==> src/rtl/fop64_alu_sequencer.sv <==
`timescale 1ns/1ps
// fop64_alu_sequencer
// Sequential initiator for the FOP64 ALU. It accepts one command on a
// valid/ready channel, drives the ALU's combinational inputs, and waits
// SETTLE_CYCLES edges. It then captures the ALU outputs and returns them on
// a valid/ready response channel together with the command's tag. Only one
// transaction is in flight at a time.
//
// Ports
//   clk, rst_n           clock (rising edge), asynchronous active-low reset
//   cmd_valid/cmd_ready  command handshake
//   cmd_code/opm/a/b/tag command payload
//   alu_cmd/opm/a/b      registered drive into the ALU
//   alu_out/regF/error   ALU results, sampled only on the capture edge
//   rsp_valid/rsp_ready  response handshake
//   rsp_out/flags/error  captured ALU results
//   rsp_neg/zero/fault   regF[9], regF[11], |error at capture
//   rsp_tag              tag of the completed command
//   busy                 high while a transaction is in DRIVE or RESP
//   txn_count            completed responses, wraps modulo 2^16
//   fault_count          completed responses with rsp_fault set, saturating
module fop64_alu_sequencer #(
  parameter int unsigned SETTLE_CYCLES = 1,
  parameter int unsigned TAG_W         = 4,
  parameter logic [4:0]  IDLE_CMD      = 5'b11111
) (
  input  logic             clk,
  input  logic             rst_n,
  input  logic             cmd_valid,
  output logic             cmd_ready,
  input  logic [4:0]       cmd_code,
  input  logic [6:0]       cmd_opm,
  input  logic [63:0]      cmd_a,
  input  logic [63:0]      cmd_b,
  input  logic [TAG_W-1:0] cmd_tag,
  output logic [4:0]       alu_cmd,
  output logic [6:0]       alu_opm,
  output logic [63:0]      alu_a,
  output logic [63:0]      alu_b,
  input  logic [63:0]      alu_out,
  input  logic [63:0]      alu_regF,
  input  logic [63:0]      alu_error,
  output logic             rsp_valid,
  input  logic             rsp_ready,
  output logic [63:0]      rsp_out,
  output logic [63:0]      rsp_flags,
  output logic [63:0]      rsp_error,
  output logic             rsp_neg,
  output logic             rsp_zero,
  output logic             rsp_fault,
  output logic [TAG_W-1:0] rsp_tag,
  output logic             busy,
  output logic [15:0]      txn_count,
  output logic [15:0]      fault_count
);

  if (SETTLE_CYCLES < 1 || SETTLE_CYCLES > 15) begin : g_bad_settle
    $error("fop64_alu_sequencer: SETTLE_CYCLES must be in 1..15");
  end

  localparam logic [3:0] SETTLE_LOAD = 4'(SETTLE_CYCLES);

  typedef enum logic [1:0] {
    ST_IDLE,
    ST_DRIVE,
    ST_RESP
  } state_t;

  state_t           state;
  state_t           state_nxt;
  logic [3:0]       settle_cnt;
  logic [TAG_W-1:0] tag_q;

  logic accept;
  logic capture;
  logic complete;

  // cmd_ready and rsp_valid are registered copies of the state decode, so
  // these handshake terms are equivalent to the port-level handshakes.
  assign accept   = (state == ST_IDLE)  && cmd_valid;
  assign capture  = (state == ST_DRIVE) && (settle_cnt == 4'd1);
  assign complete = (state == ST_RESP)  && rsp_ready;

  // NOTE: sequential state is updated with non-blocking assignments so every
  // flop samples pre-edge values regardless of block ordering.
  always_ff @(posedge clk or negedge rst_n) begin
    if (!rst_n) state <= ST_IDLE;
    else        state <= state_nxt;
  end

  // NOTE: the default assignment before the case keeps this block purely
  // combinational; a path that left state_nxt unassigned would infer a latch.
  always_comb begin
    state_nxt = state;
    case (state)
      ST_IDLE:  if (accept)   state_nxt = ST_DRIVE;
      ST_DRIVE: if (capture)  state_nxt = ST_RESP;
      ST_RESP:  if (complete) state_nxt = ST_IDLE;
      default:                state_nxt = ST_IDLE;
    endcase
  end

  always_ff @(posedge clk or negedge rst_n) begin
    if (!rst_n) begin
      cmd_ready   <= 1'b1;
      busy        <= 1'b0;
      rsp_valid   <= 1'b0;
      alu_cmd     <= IDLE_CMD;
      alu_opm     <= '0;
      alu_a       <= '0;
      alu_b       <= '0;
      settle_cnt  <= '0;
      tag_q       <= '0;
      rsp_out     <= '0;
      rsp_flags   <= '0;
      rsp_error   <= '0;
      rsp_neg     <= 1'b0;
      rsp_zero    <= 1'b0;
      rsp_fault   <= 1'b0;
      rsp_tag     <= '0;
      txn_count   <= '0;
      fault_count <= '0;
    end else begin
      // Status outputs follow the next state so they are true flop outputs.
      cmd_ready <= (state_nxt == ST_IDLE);
      busy      <= (state_nxt != ST_IDLE);

      if (accept) begin
        alu_cmd    <= cmd_code;
        alu_opm    <= cmd_opm;
        alu_a      <= cmd_a;
        alu_b      <= cmd_b;
        tag_q      <= cmd_tag;
        settle_cnt <= SETTLE_LOAD;
      end else if (state == ST_DRIVE) begin
        settle_cnt <= settle_cnt - 4'd1;
      end

      // The ALU results are only looked at here; anything they do on other
      // edges has no effect.
      if (capture) begin
        rsp_out   <= alu_out;
        rsp_flags <= alu_regF;
        rsp_error <= alu_error;
        rsp_neg   <= alu_regF[9];
        rsp_zero  <= alu_regF[11];
        rsp_fault <= |alu_error;
        rsp_tag   <= tag_q;
        rsp_valid <= 1'b1;
        alu_cmd   <= IDLE_CMD;
        alu_opm   <= '0;
        alu_a     <= '0;
        alu_b     <= '0;
      end

      // Response fields are left untouched after the handshake so the last
      // result stays readable.
      if (complete) begin
        rsp_valid <= 1'b0;
        txn_count <= txn_count + 16'd1;
        if (rsp_fault && (fault_count != 16'hFFFF)) begin
          fault_count <= fault_count + 16'd1;
        end
      end
    end
  end

endmodule

==> config.mk <==
export PLATFORM = sky130hd
export DESIGN_NAME = fop64_alu_sequencer
export DESIGN_NICKNAME = d
export VERILOG_FILES = /design/src/rtl/fop64_alu_sequencer.sv
export SDC_FILE = /design/constraint.sdc
export NUM_CORES = 1
export LEC_CHECK = 0
export ABC_AREA = 1
export CAP_MARGIN = 40
export CORE_AREA = 2 2 275 277
export DETAILED_ROUTE_END_ITERATION = 12
export DIE_AREA = 0 0 277 279
export PLACE_DENSITY_LB_ADDON = 0.05
export SETUP_SLACK_MARGIN = 0.4
export SLEW_MARGIN = 10
export SYNTH_ARGS = -nofsm -noshare
export SYNTH_HDL_FRONTEND = slang
export SYNTH_SLANG_ARGS = --single-unit
==> constraint.sdc <==
create_clock -name clk -period 4.77 [get_ports clk]
set_clock_uncertainty 0.2 [all_clocks]
set_input_delay 1.1925 -clock clk [delete_from_list [all_inputs] [get_ports clk]]
set_output_delay 1.1925 -clock clk [all_outputs]
set_load 0.05 [all_outputs]
==> out/results.tsv <==
metric	value	unit
fin_nets	2834	
hpwl	48.3	mm
critical_path_depth	1	
clkLatencyLatePin	0.58	ns
synth_common_cells	nand2_1 (993), dfrtp_1 (376), nand3_1 (158), nor2_1 (67), buf_2 (49)	
die_x	277	µm
via_count	14100	
required	3.38	ns
synthCells	1796	
ys_warn_count	0	
post_synth.cell_area_avg	8.66	µm²
clock_path_buffers	3	
cts.repair.resized	0	
fmax	301	MHz
cpMaxStageDelayCell	clkdlybuf4s50_1	
yosysTopAreaCellShare	0.605	
grt_pass1_wl	97.7	mm
overflow	0	
die_h	279	µm
cts_hold_buf	0	
setup_viol	0	
path_class	reg2out	
cts_root_buffer	clkbuf_16	
crit_path_end_kind	primary output	
synth-edff-count	0	
r2r_cells	8	
async_reset_ff_frac	1.00	
grt.total_usage	0.166	
drc_errors	0	
cap_violations	0	
rsz0062_at_grt	no	
area_growth	62.6	%
yosysTopAreaCell	dfrtp_1	
critPathBufInv	1	
wl_per_cell	18.8	µm
slowest_delay	0.81	ns
cpLargestDelayFamily	buffers and inverters	
yosysSeqAreaShare	0.615	
reg2reg_from	settle_cnt[1]	
h-tree-depth	2	
post_cts_buffers	0	
grt_max_degree	111	
cellPowerDensity	820	nW/µm²
synth_nets	2140	
num_io_pins	714	
gp_congestion	0.788	
crit_start	alu_cmd[3]	
cts_buffers	50	
whs	0.267	ns
grt_pass1_vias	14700	
netlist_area	15600	µm²
antenna_found_initial	16	
rrSetupSlack	1.69	ns
crit_chain	clkdlybuf4s50_1	
ys_ff_latch	382	
dieArea	77300	µm²
netlist_top_cells_area	dfrtp_1 (60%), nand2_1 (24%), nand3_1 (5.1%)	
ir_worst_vdd	0.344	mV
timing.slew.headroom	0.333	
reg2reg_to	alu_a[34]	
endpoint	alu_cmd[3]	
setup_slack	1.45	ns
synthFlopType	dfrtp_1	
drive_above_1_share	0.0506	
cts_sinks	382	
arrival	1.93	ns
worst_slew_pin_slew	1.00	ns
power.leakage	12.0	nW
report.power.total	20.7	mW
final_hold_viol_count	0	
rows	100	
start_kind	flip-flop	
min_path_type	reg2reg	
clk_pin_slew	0.06	ns
dr.pass1.iters	5	
slew_violations	0	
cp_max_fo	2	
drtIter0Drc	725	
fp.coreArea	74100	µm²
yosys.cell_types.count	28	
viasPerCell	4.02	
status	finished, final reports clean	
cts_tree	built	
wirelength	65.8	mm
setup_tns	0	ns
io_buffers	713	
yosysMostFrequentCell	nand2_1	
start_util	0.210	
dp_worst_setup_slack	1.37	ns
detail-route-antenna-nets	0	
layout_min_cycle_time	3.32	ns
final.period_utilization	0.696	
-- state kept, by name, indices dropped and copies added, names as in the netlist, 2 cells and up --
signal and flops:
rsp_error 64, alu_b 64, settle_cnt 4, tag_q 4, alu_opm 7, alu_a 64, rsp_flags 64, rsp_out 64
fault_count 16, rsp_tag 4, alu_cmd 5, state 2, txn_count 16
-- power by group --
part           leakage [nW]  switching [mW]  total [mW]  internal, mW
combinational          6.46            7.93        11.4          3.47
sequential             4.75           0.832        5.55          4.72
clock                 0.824            1.51        3.79          2.28
total                  12.0            10.3        20.7          10.5
-- how the worst min path moves through the flow --
stage,depth (start not counted),to,from
after floorplan,2,rsp_tag[0],tag_q[0]
after global placement,2,rsp_tag[2],tag_q[2]
after detailed placement,2,rsp_tag[2],tag_q[2]
after CTS,2,rsp_tag[2],tag_q[2]
after global routing,2,rsp_tag[2],tag_q[2]
final,2,rsp_tag[2],tag_q[2]
-- metal layers --
layer	part of all wire	routed length (µm)	track usage	vias up
met2	0.51	33500	0.293	394
met4	0.026	1700	0.0532	16
met5	0.0015	100	0	-
met3	0.079	5170	0.0565	102
li1	-	-	-	6927
met1	0.38	25300	0.189	6654
-- worst reg2reg max path, stage by stage, from the launching register on --
cell and delay, ns:
dfrtp_1 0.36, inv_1 0.07, ha_1 0.21, nand3_4 0.46
buf_4 0.67, buf_4 0.52, buf_16 0.30, nand3_1 0.15
nand2_1 0.08
-- placed cells by master, fill, tap and decap left out, types with 6 or more instances in the layout --
master / instances
nand2_1: 992
clkdlybuf4s50_1: 712
dfrtp_1: 376
nand3_1: 157
nor2_1: 67
clkbuf_16: 51
inv_1: 36
buf_4: 15
o21ai_0: 14
clkbuf_8: 14
xor2_1: 12
clkinv_2: 12
clkbuf_1: 9
xnor2_1: 7
dfstp_2: 6
buf_12: 6
-- metrics by stage --
step | cell area (µm²) | util | cells
floorplan | 15600 | - | 1796
global placement | 23500 | 0.318 | 3403
detailed placement | 23600 | 0.319 | 3407
CTS | 25300 | 0.341 | 3498
global route | 25300 | 0.342 | 3503
finish | 25300 | 0.342 | 3503
-- kinds of logic after synthesis --
kind of cell	Yosys count	share of synthesized area
xor gates and xnor gates	19	0.0107
AOI/OAI and AO/OA	20	0.00667
DFF	382	0.615
and+or+nand+nor	1235	0.315
buffers and inverters	136	0.0497
adders and majority gates	4	0.00322
-- area by class of cell --
class | count | area, µm²
Antenna cell | 5 | 12.5
Clock buffer | 74 | 1500
Clock inverter | 17 | 145
Fill cell | 7739 | 48800
Inverter | 41 | 161
Multi-Input combinational cell | 1278 | 5240
Sequential cell | 382 | 9570
Tap cell | 969 | 1210
Timing Repair Buffer | 737 | 7460
No activity file was read; power rests on OpenSTA's default activity.
